$ cat src/rtl/aes_avl_ctrl.sv
// Avalon-MM register front end and start/done sequencer for an AES core.
// Optional RUN watchdog is compiled in with macro AES_TIMEOUT_EN.
module aes_avl_ctrl #(
  parameter int unsigned TIMEOUT_CYCLES = 1024
) (
  input  logic         CLK,
  input  logic         RESET,
  input  logic         AVL_READ,
  input  logic         AVL_WRITE,
  input  logic         AVL_CS,
  input  logic [3:0]   AVL_BYTE_EN,
  input  logic [3:0]   AVL_ADDR,
  input  logic [31:0]  AVL_WRITEDATA,
  output logic [31:0]  AVL_READDATA,
  output logic [31:0]  EXPORT_DATA,
  output logic         AES_START,
  input  logic         AES_DONE,
  output logic [127:0] AES_KEY,
  output logic [127:0] AES_MSG_ENC,
  input  logic [127:0] AES_MSG_DEC
);

  typedef enum logic [1:0] {IDLE, LOAD, RUN, DRAIN} state_e;

  if (TIMEOUT_CYCLES == 0) begin : g_bad_timeout
    $error("TIMEOUT_CYCLES must be at least 1");
  end

  state_e              state_q, state_d;
  logic [3:0][31:0]    key_q, key_d;
  logic [3:0][31:0]    enc_q, enc_d;
  logic [3:0][31:0]    dec_q, dec_d;
  logic [127:0]        hkey_q, hkey_d;
  logic [127:0]        henc_q, henc_d;
  logic [31:0]         rdata_q, rdata_d;
  logic                done_q, done_d;
  logic                tout_q, tout_d;
  logic                start_q, start_d;
  logic                wr_en, rd_en, ctrl_wr, start_req, clr_req, busy;

`ifdef AES_TIMEOUT_EN
  localparam int unsigned TW = $clog2(TIMEOUT_CYCLES + 1);
  logic [TW-1:0]       timer_q, timer_d;
`endif

  function automatic logic [31:0] merge_bytes(input logic [31:0] old_w,
                                              input logic [31:0] new_w,
                                              input logic [3:0]  be);
    logic [31:0] r;
    r = old_w;
    for (int b = 0; b < 4; b++)
      if (be[b]) r[8*b +: 8] = new_w[8*b +: 8];
    return r;
  endfunction

  assign wr_en     = AVL_CS && AVL_WRITE;
  assign rd_en     = AVL_CS && AVL_READ;
  assign ctrl_wr   = wr_en && (AVL_ADDR == 4'd14) && AVL_BYTE_EN[0];
  assign start_req = ctrl_wr && AVL_WRITEDATA[0];
  assign clr_req   = ctrl_wr && AVL_WRITEDATA[1];
  assign busy      = (state_q != IDLE);

  always_comb begin
    state_d = state_q;
    key_d   = key_q;
    enc_d   = enc_q;
    dec_d   = dec_q;
    hkey_d  = hkey_q;
    henc_d  = henc_q;
    rdata_d = rdata_q;
    done_d  = done_q;
    tout_d  = tout_q;
`ifdef AES_TIMEOUT_EN
    timer_d = timer_q;
`endif

    // KEY/ENC always writable; the hold registers isolate the running operation
    if (wr_en && AVL_ADDR[3:2] == 2'b00)
      key_d[AVL_ADDR[1:0]] = merge_bytes(key_q[AVL_ADDR[1:0]], AVL_WRITEDATA, AVL_BYTE_EN);
    if (wr_en && AVL_ADDR[3:2] == 2'b01)
      enc_d[AVL_ADDR[1:0]] = merge_bytes(enc_q[AVL_ADDR[1:0]], AVL_WRITEDATA, AVL_BYTE_EN);

    if (clr_req) done_d = 1'b0;

    case (state_q)
      IDLE: begin
        if (start_req) begin
          state_d = LOAD;
          done_d  = 1'b0;
          tout_d  = 1'b0;
        end
      end
      LOAD: begin
        hkey_d  = {key_q[0], key_q[1], key_q[2], key_q[3]};
        henc_d  = {enc_q[0], enc_q[1], enc_q[2], enc_q[3]};
        state_d = RUN;
`ifdef AES_TIMEOUT_EN
        timer_d = TW'(TIMEOUT_CYCLES - 1);
`endif
      end
      RUN: begin
        // done capture is evaluated after the clear so a coincident set wins
        if (AES_DONE) begin
          dec_d[0] = AES_MSG_DEC[127:96];
          dec_d[1] = AES_MSG_DEC[95:64];
          dec_d[2] = AES_MSG_DEC[63:32];
          dec_d[3] = AES_MSG_DEC[31:0];
          done_d   = 1'b1;
          state_d  = DRAIN;
        end
`ifdef AES_TIMEOUT_EN
        else if (timer_q == '0) begin
          tout_d  = 1'b1;
          state_d = IDLE;
        end else begin
          timer_d = timer_q - 1'b1;
        end
`endif
      end
      DRAIN: begin
        if (!AES_DONE) state_d = IDLE;
      end
      default: state_d = IDLE;
    endcase

    start_d = (state_d == RUN);

    if (rd_en) begin
      case (AVL_ADDR)
        4'd0, 4'd1, 4'd2, 4'd3:   rdata_d = key_q[AVL_ADDR[1:0]];
        4'd4, 4'd5, 4'd6, 4'd7:   rdata_d = enc_q[AVL_ADDR[1:0]];
        4'd8, 4'd9, 4'd10, 4'd11: rdata_d = dec_q[AVL_ADDR[1:0]];
        4'd13:                    rdata_d = {29'd0, tout_q, done_q, busy};
        default:                  rdata_d = 32'd0;
      endcase
    end
  end

  always_ff @(posedge CLK or posedge RESET) begin
    if (RESET) begin
      state_q <= IDLE;
      key_q   <= '0;
      enc_q   <= '0;
      dec_q   <= '0;
      hkey_q  <= '0;
      henc_q  <= '0;
      rdata_q <= '0;
      done_q  <= 1'b0;
      tout_q  <= 1'b0;
      start_q <= 1'b0;
`ifdef AES_TIMEOUT_EN
      timer_q <= '0;
`endif
    end else begin
      state_q <= state_d;
      key_q   <= key_d;
      enc_q   <= enc_d;
      dec_q   <= dec_d;
      hkey_q  <= hkey_d;
      henc_q  <= henc_d;
      rdata_q <= rdata_d;
      done_q  <= done_d;
      tout_q  <= tout_d;
      start_q <= start_d;
`ifdef AES_TIMEOUT_EN
      timer_q <= timer_d;
`endif
    end
  end

  assign AVL_READDATA = rdata_q;
  assign EXPORT_DATA  = {key_q[0][31:16], key_q[3][15:0]};
  assign AES_START    = start_q;
  assign AES_KEY      = hkey_q;
  assign AES_MSG_ENC  = henc_q;

endmodule

$ cat config.mk
export PLATFORM = sky130hd
export DESIGN_NAME = aes_avl_ctrl
export DESIGN_NICKNAME = d
export VERILOG_FILES = /design/src/rtl/aes_avl_ctrl.sv
export SDC_FILE = /design/constraint.sdc
export NUM_CORES = 1
export LEC_CHECK = 0
export CAP_MARGIN = 20
export CORE_MARGIN = 2
export CORE_UTILIZATION = 50
export DETAILED_ROUTE_END_ITERATION = 16
export GPL_TIMING_DRIVEN = 0
export PLACE_DENSITY = 0.84
export SYNTH_ARGS = -nofsm -noshare
export SYNTH_HDL_FRONTEND = slang
export SYNTH_SLANG_ARGS = --single-unit
$ cat constraint.sdc
create_clock -name CLK -period 27.4 [get_ports CLK]
set_input_delay 5.48 -clock CLK [delete_from_list [all_inputs] [get_ports CLK]]
set_output_delay 5.48 -clock CLK [all_outputs]
set_load 0.01 [all_outputs]
After elaboration in Yosys (flattened, before gate mapping)
Index checks and enable logic that the tools add are counted.

word-level totals
  flip-flop bits (word level) = 676
  logic and storage cells = 90

operators by class
  magnitude comparators = 2
  reductions and logical operators = 17
  mux-type cells = 35
  equal/unequal tests = 18

operators with widths
  kind                                                                                 number
  128-bit bitwise mux                                                                  2
  32-bit binary-select mux with 2-bit select                                           3
  32-bit two-way mux                                                                   4
  8-bit two-way mux                                                                    16
  32-bit case mux with 4 select lines                                                  1
  32-bit demux with 2-bit select                                                       1
  4-bit == test, second input constant                                                 6
  4-bit by 3-bit == test with 1-bit output, second input constant                      4
  4-bit OR reduction                                                                   3
  1-bit logical AND                                                                    9
  4-bit by 2-bit == test with 1-bit output, second input constant                      2
  2-bit case mux with 4 select lines                                                   1
  2-bit == test, second input constant                                                 3
  2-bit two-way mux                                                                    3
  2-bit by 1-bit == test with 1-bit output, second input constant                      2
  4-bit by 1-bit == test with 1-bit output, second input constant                      1
  2-bit logical NOT                                                                    2
  4-bit logical NOT                                                                    1
  2-bit by 3-bit less-than comparator with 1-bit output, second input constant         1
  1-bit two-way mux                                                                    3
  2-bit by 1-bit greater-or-equal comparator with 1-bit output, second input constant  1
  1-bit case mux with 2 select lines                                                   1
  2-bit AND reduction                                                                  1
  2-bit nonzero test                                                                   1

Longest topological paths before layout
Gate-level depths: netlist (run 1).

  word-level depth = 7
  mapped depth = 7
  mapped depth without buffers = 4

Worst setup path after synthesis (run 1)
No wires, ideal clock.

  kind = input to register
  start = input port AVL_ADDR[2]
  end = register rdata_q[10], in the netlist AVL_READDATA[10]
  cell stages on the path = 7
  data arrival time = 6.653 ns
  required time = 27.276 ns
  slack = 20.623 ns
  buffers on the path = 4
  cell sequence = buf_2 buf_4 buf_6 buf_2 mux4_2 a22oi_1 nand2_1

between the ends
  cells in the longest elaborated chain, start to end = 3
  elaborated cells between the ends (all ways) = 17
  classes of those cells = eq/ne (12); mux (1); reduce/logical (4)

RTL lines
  what                                   RTL line  text
  start: declaration                     12        input logic [3:0] AVL_ADDR,
  4-bit == test (tied with other cells)  129       case (AVL_ADDR)
  4-bit OR reduction                     129
  32-bit case mux with 4 select lines *  129
  end signal: assignment                 161       rdata_q <= rdata_d;
  end: declaration                       35        logic [31:0] rdata_q, rdata_d;

Mark *: on every way between the ends. The rest lies on a longest branch, timed or not.
A chain may end at the register's enable or synchronous reset.

Worst setup path after layout (run 1)
  start = input port AVL_ADDR[1]
  end = register enc_q[13] (netlist bit)

between the ends
  cells in the longest elaborated chain, start to end = 5
  elaborated cells between the ends (all ways) = 10
  classes of those cells = order compare (2); mux (7); reduce/logical (1)

RTL lines
  what                                                                                                 RTL line  text
  2-bit by 3-bit less-than comparator with 1-bit output (implied by the code) (tied with other cells)  81        enc_d[AVL_ADDR[1:0]] = merge_bytes(enc_q[AVL_ADDR[1:0]], AVL_WRITEDATA, AVL_BYTE_EN);
  1-bit logical AND (implied by the code) or 32-bit two-way mux (tied branches)                        81
  32-bit two-way mux (implied by the code) or 8-bit two-way mux (tied branches)                        81, 52
  32-bit demux with 2-bit select or 8-bit two-way mux (tied branches)                                  81, 80
  128-bit bitwise mux *                                                                                81
  end signal: assignment                                                                               157       enc_q <= enc_d;
  end: declaration                                                                                     31        logic [3:0][31:0] enc_q, enc_d;

Mark *: on every way between the ends. The rest lies on a longest branch, timed or not. The select of a mux whose other input is x is not followed.

==> flow_summary_export.csv, run 1 <==
group,metric,value,unit
yosys,netlist_area,29870,sq um
final_layout,fin_cells,3520,
global_routing,use_met1,44.52,%
worst_setup_path,r2r_cells,5,
worst_setup_path,crit_path_end_kind,"flip-flop",
drt,vias,22260,
yosys,ys_ff_latch,676,
worst_setup_path,cp_max_fo,10,
run,cap_violations,0,
timing,fin_skew,0.02453,ns
worst_setup_path,reg2reg_from,"state_q[1]$_DFF_PP0_",
worst_setup_path,start_kind,"input pin",
global_routing,overflow,0,
worst_setup_path,worstPathArrival,8.25,ns
worst_setup_path,regToRegSetupSlack,24.98,ns
global_routing,grt_use_met3,10.26,%
timing,slew_viol_final,0,
floorplanning,initial_core_util,50.62,%
global_routing,grt_pass1_wl,156600,microns
yosys,synthDistinctLibCells,44,
place,dp.cells,3390,
clocking,post_cts_buffers,0,
timing,rsz0062_at_grt,"no",
yosys,synthTopCellsByArea,"dfrtp_1, mux2_2, mux4_2",
global_routing,grt-busiest-layer,"met2",
timing,slew_headroom,27.81,%
yosys,syn_avg_cell_area,14.07,sq um
final_layout,area.growth.synth_to_final,27.76,%
yosys,netlist.area_leader.share,56.63,%
drt,drt_iter0_drc,2786,
yosys,ys_seq_area_share,56.63,%
yosys,ys_warn_count,0,
pwr,power.leakage,16.78,nW
place,port_buffers,489,
floorplanning,die_h,248.4,microns
clocking,numCtsBuffers,72,
drt,ant_nets,0,
floorplanning,ioPinCount,495,
clocking,htreeDepth,3,
pwr,power_density,99.31,nW/um^2
clocking,clockBufferDepth,3,
global_routing,met2_usage,53.56,%
timing,fin_crit,7.816,ns
drt,drt_first_pass_iters,9,
yosys,syn_inst,2123,
clocking,cts_hold_buf,0,
drt,remaining_drc_errors,0,
hold_path,min_path_cells,1,
timing,finalSetupViolCount,0,
worst_setup_path,required,27.84,ns
hold_path,worstHoldEndpoint,"dec_q[111]$_DFFE_PP0P_",
floorplanning,row_count,89,
final_layout,drive_gt1_share,29.67,%
worst_setup_path,path_class,"input pin to flip-flop",
floorplanning,die-area,61720,sq um
status,status,"completed",
yosys,synth.largest_area_cell,"dfrtp_1",
pwr,finalPower,3.790,mW
timing,fin_crit_sh,28.53,%
drt,via_per_inst,6.324,
global_routing,grt_pass1_vias,23350,
yosys,syn_nets,2297,
drt,wl,107600,microns
clocking,cts_sinks,676,
place,globalplace.congestion,0.9269,
floorplanning,core-area,59020,sq um
clocking,cts_tree,"yes",
timing,finalHoldViolations,0,
clocking,clk_latency,0.62,ns
timing,tightest_slew,1.083,ns
global_routing,grt_max_degree,141,
final_layout,final_nets,2865,
clocking,cts.clk_slew.worst_paths,0.06,ns
final_layout,final_util,64.67,%
pwr,ir_drop,0.08006,mV
place,hpwlAfterDp,75080,microns
global_routing,grt_antenna_before_repair,8,
hold_path,min-delay-start,"dec_q[111]$_DFFE_PP0P_",
floorplanning,die_w,248.4,microns
worst_setup_path,rr_endpoint,"AES_MSG_ENC[104]$_DFFE_PP0N_",
global_routing,gr-usage-all-layers,34.60,%
drt,wl_per_cell,30.58,microns
timing,max_freq,0.1279,GHz
timing,setup_tns,0,ns
clocking,ctsResizeCount,0,
hold_path,hp-class,"flip-flop to flip-flop",
clocking,cts_root_buf,"clkbuf_16",
metal layers:
metal,wire length [microns],vias up
met5,13,-
met4,6146,2
met3,12150,407
met2,49740,1609
met1,39570,11400
li1,-,8840
critical path, cell delays in order:
cell	delay [ns]
clkdlybuf4s50_1	0.67
buf_4	0.42
buf_6	0.27
nor2_1	0.09
nand2_1	0.41
clkbuf_1	0.66
o21ai_0	0.23
layout by cell type, fill, tap and decap left out, drive strengths merged:
cell type / count
and2b: 1
mux2i: 64
o21ai: 227
o31ai: 1
clkdlybuf4s50: 489
and4: 1
or2: 2
a21bo: 1
nand3: 3
a31oi: 2
clkinvlp: 4
or3: 1
mux2: 385
a22oi: 60
clkbuf: 143
and4b: 1
nor3b: 1
mux4: 156
clkinv: 17
a21boi: 1
and3: 1
nand2: 266
a311oi: 1
a211oi: 2
inv: 5
bufinv: 1
a21oi: 34
nand2b: 5
dfrtp: 676
diode: 7
a41o: 1
nor3: 2
nor2: 35
and2: 3
and4bb: 1
nor2b: 3
buf: 143
nand3b: 1
worst max path at each step:
stage                            from                     end  slack (ns)  cells past startpoint
final                     AVL_ADDR[1]   enc_q[13]$_DFFE_PP0P_       19.58                      7
after global routing      AVL_ADDR[1]   enc_q[13]$_DFFE_PP0P_       19.58                      7
after CTS                 AVL_ADDR[1]   enc_q[13]$_DFFE_PP0P_       19.70                      7
after detailed placement  AVL_ADDR[1]   enc_q[13]$_DFFE_PP0P_       19.13                      7
after global placement          RESET   dec_q[47]$_DFFE_PP0P_       -3.57                      2
after floorplan                 RESET  AES_KEY[0]$_DFFE_PP0N_        2.97                      1
cell families (layout without fill, tap and decap cells):
group	count (synthesis)	count (layout)	synth area share [%]
compound gates	330	330	6.119
buf+inv	185	802	3.585
flops	676	676	56.63
mux	605	605	29.27
other cells	0	7	0
simple gates	327	327	4.402
state kept, by name (all words and copies together) (netlist names):
register      count
done_q            1
AES_MSG_ENC     128
enc_q           128
AVL_READDATA     32
EXPORT_DATA      32
key_q            96
state_q           2
AES_KEY         128
dec_q           128
AES_START         1
synthesized netlist by cell type:
cell	instances
nor2_1	35
a41o_1	1
mux2_2	385
buf_2	66
a22oi_1	60
o31ai_1	1
mux4_2	156
nand3b_1	1
nand2_1	263
mux2i_4	20
nand2_2	3
or2_1	2
and2b_1	1
mux2i_2	1
buf_1	11
o21ai_0	155
a311oi_1	1
mux2i_1	43
nand2b_1	5
a211oi_1	2
and4bb_2	1
dfrtp_1	676
a21boi_1	1
and4b_1	1
buf_12	1
and2_1	3
o21ai_1	72
nor3_1	2
a31oi_1	2
inv_2	1
a21bo_2	1
buf_8	2
buf_4	48
clkbuf_1	45
nor3b_1	1
a21oi_1	34
inv_1	1
nor2b_1	3
and4_1	1
nand3_2	1
or3_1	1
buf_6	10
nand3_1	2
and3_1	1
final cells by class:
cell class	count	area, sq um
Multi-Input combinational cell	1262	11890
Inverter	2	15.01
Antenna cell	7	17.52
Clock inverter	25	216.5
Buffer	183	1064
Tap cell	773	967.2
Clock buffer	98	2051
Sequential cell	676	16920
Timing Repair Buffer	494	5032
Fill cell	4167	20850
report_power, final:
part / switching (mW) / internal, mW / total (mW)
Clock: 0.416 / 0.536 / 0.952
Sequential: 0.256 / 1.33 / 1.59
Combinational: 0.534 / 0.716 / 1.25
Total: 1.21 / 2.58 / 3.79
stage by stage:
step / setup WS, ns / instance area, sq um / hold slack [ns]
2_1_floorplan: 2.970 / 29870 / 0.4668
3_3_place_gp: -3.570 / 35740 / 0.4645
3_5_place_dp: 19.13 / 35880 / 0.4883
4_1_cts: 19.70 / 38150 / 0.5014
5_1_grt: 19.58 / 38160 / 0.5100
6_report: 19.58 / 38170 / 0.5017
Power figures use the tool's default switching activity.
==> inputs of run 2 (changes only) <==
Clock period 27.4 ns to 8.2 ns, I/O delays scaled along.
==> run 2 against run 1 <==
Against the previous run: largest cell class unchanged; sequential share of layout area decreased by 0.37 points; sequential power increased to 3.3 times the previous value; non-clock buffer count increased by 13; clock-buffer cell count increased by 8; first-iteration DRC count decreased by 12%; worst setup slack got worse by 15 ns; global-route usage increased by 0.33 points; worst hold slack got worse by 0.0018 ns; largest power group unchanged; die area unchanged.
==> flow_summary_export.csv, run 2 (synthesis results as in run 1) <==
group,metric,value,unit
worst_setup_path,cp_max_fo,10,
final_layout,area.growth.synth_to_final,28.83,%
clocking,clockBufferDepth,3,
place,globalplace.congestion,0.9411,
timing,max_freq,0.2604,GHz
pwr,swShare,31.32,%
global_routing,grt_pass1_wl,157900,microns
drt,via_per_inst,6.317,
place,dp.cells,3403,
global_routing,overflow,0,
drt,wl,107600,microns
run,cap_violations,0,
worst_setup_path,crit_chain,"clkdlybuf4s50_1, buf_4, buf_6, nor2_1, nand2_1, clkbuf_1, o21ai_0",
worst_setup_path,start_kind,"input pin",
timing,whs,0.4999,ns
final_layout,regArea,16920,sq um
worst_setup_path,cp_top_family,"buffers and inverters",
hold_path,min-delay-start,"AVL_READDATA[1]$_DFFE_PP0P_",
global_routing,grt_max_degree,47,
timing,fin_crit_sh,46.83,%
drt,ant_nets,0,
worst_setup_path,critPathLaunch,"AVL_ADDR[1]",
place,port_buffers,489,
floorplanning,die_h,248.4,microns
drt,wl_per_cell,30.45,microns
pwr,ir_drop,0.2505,mV
clocking,clk_latency,0.63,ns
drt,drt_iter0_drc,2449,
timing,fin_crit,3.840,ns
floorplanning,die-area,61720,sq um
floorplanning,die_w,248.4,microns
pwr,seq_power_share,41.6,%
clocking,cts.clk_slew.worst_paths,0.06,ns
drt,vias,22330,
final_layout,fin_cells,3535,
final_layout,final_common_cell,"dfrtp_1",
worst_setup_path,reg2reg_from,"state_q[1]$_DFF_PP0_",
timing,slew_viol_final,0,
timing,rsz0062_at_grt,"no",
worst_setup_path,path_class,"input pin to flip-flop",
timing,finalHoldViolations,0,
worst_setup_path,required,8.65,ns
hold_path,hp-class,"flip-flop to flip-flop",
final_layout,drive_gt1_share,30.01,%
clocking,htreeDepth,3,
clocking,cts_root_buf,"clkbuf_16",
global_routing,gr-usage-all-layers,34.93,%
floorplanning,row_count,89,
place,hpwlAfterDp,76700,microns
global_routing,grt_pass1_vias,23600,
timing,setup_tns,0,ns
timing,finalSetupViolCount,0,
final_layout,final_cell_mix,"dfrtp_1, clkdlybuf4s50_1, mux2_2",
clocking,cts_tree,"yes",
pwr,combPwrFrac,32.6,%
worst_setup_path,crit_path_end_kind,"flip-flop",
clocking,cts_sinks,676,
drt,remaining_drc_errors,0,
floorplanning,core-area,59020,sq um
pwr,power_density,332.5,nW/um^2
final_layout,final_nets,2879,
timing,fin_skew,0.03893,ns
pwr,power.leakage,16.95,nW
clocking,post_cts_buffers,0,
floorplanning,ioPinCount,495,
worst_setup_path,max_stage_delay,0.69,ns
final_layout,fill_cells,4130,
status,status,"completed",
pwr,intPower,8.788,mW
pwr,p_switching,4.008,mW
drt,drt_first_pass_iters,7,
timing,slew_headroom,25.18,%
clocking,ctsResizeCount,0,
worst_setup_path,worstPathArrival,4.29,ns
final_layout,multi_input_area,11890,sq um
clocking,numCtsBuffers,73,
timing,tightest_slew,1.122,ns
pwr,power_frac_clock,25.8,%
worst_setup_path,cp_slowest_cell,"clkbuf_1",
floorplanning,initial_core_util,50.62,%
worst_setup_path,worst-path-buf-inv,4,
global_routing,grt_antenna_before_repair,8,
clocking,cts_hold_buf,0,
## run 2: power by group through the flow
| stage | clock network [mW] | logic, mW | registers, mW |
|---|---|---|---|
| CTS | 3.31 | 4.19 | 5.28 |
| finish | 3.30 | 4.18 | 5.32 |
| detailed placement | 0 | 4.15 | 5.32 |
| global route | 3.44 | 4.40 | 5.41 |
| floorplan | 0 | 1.90 | 5.29 |
| global placement | 0 | 4.01 | 5.27 |
## run 2: layout make-up
class                   instances  share of cell area (%)
plain buffers                 183                   2.763
repair buffers                507                   13.65
multi-input cells            1262                   30.88
flip-flops and latches        676                   43.95
inverters                       2                 0.02926
diodes                          3                 0.01951
clock inverters                23                  0.5559
well taps                     773                   2.513
clock buffers                 106                   5.627
## run 2: routing by layer
metal / vias up / routed length [microns] / global-route usage [%]
met2: 1623 / 50720 / 54.83
met4: 10 / 5281 / 16.58
li1: 8877 / - / -
met1: 11460 / 39290 / 44.38
met5: - / 76 / 0
met3: 358 / 12260 / 10.95
## run 2: through the flow
stage | setup slack, ns | total power, mW | cell area [sq um] | util, %
after floorplan | -2.686 | 7.196 | 29880 | -
after global placement | -6.257 | 9.284 | 35740 | 60.56
after detailed placement | 3.825 | 9.465 | 36100 | 61.17
after CTS | 4.447 | 12.78 | 38480 | 65.20
after global routing | 4.373 | 13.25 | 38480 | 65.20
final | 4.360 | 12.80 | 38490 | 65.21
## run 2: worst min-delay path, cell delays in order, from the launching register on
cell	delay [ns]
dfrtp_1	0.36
nand2_1	0.05
o31ai_1	0.06
## run 2: worst paths after layout
check,to,cells after the start,slack [ns]
hold reg to reg,AVL_READDATA[1]$_DFFE_PP0P_,2,0.50
setup reg to reg,AES_MSG_ENC[107]$_DFFE_PP0N_,5,5.68
hold / removal,AVL_READDATA[1]$_DFFE_PP0P_,2,0.50
max in group asynchronous,AES_KEY[102]$_DFFE_PP0N_,8,4.68
min in group asynchronous,dec_q[25]$_DFFE_PP0P_,2,1.45
setup / recovery,enc_q[16]$_DFFE_PP0P_,7,4.36
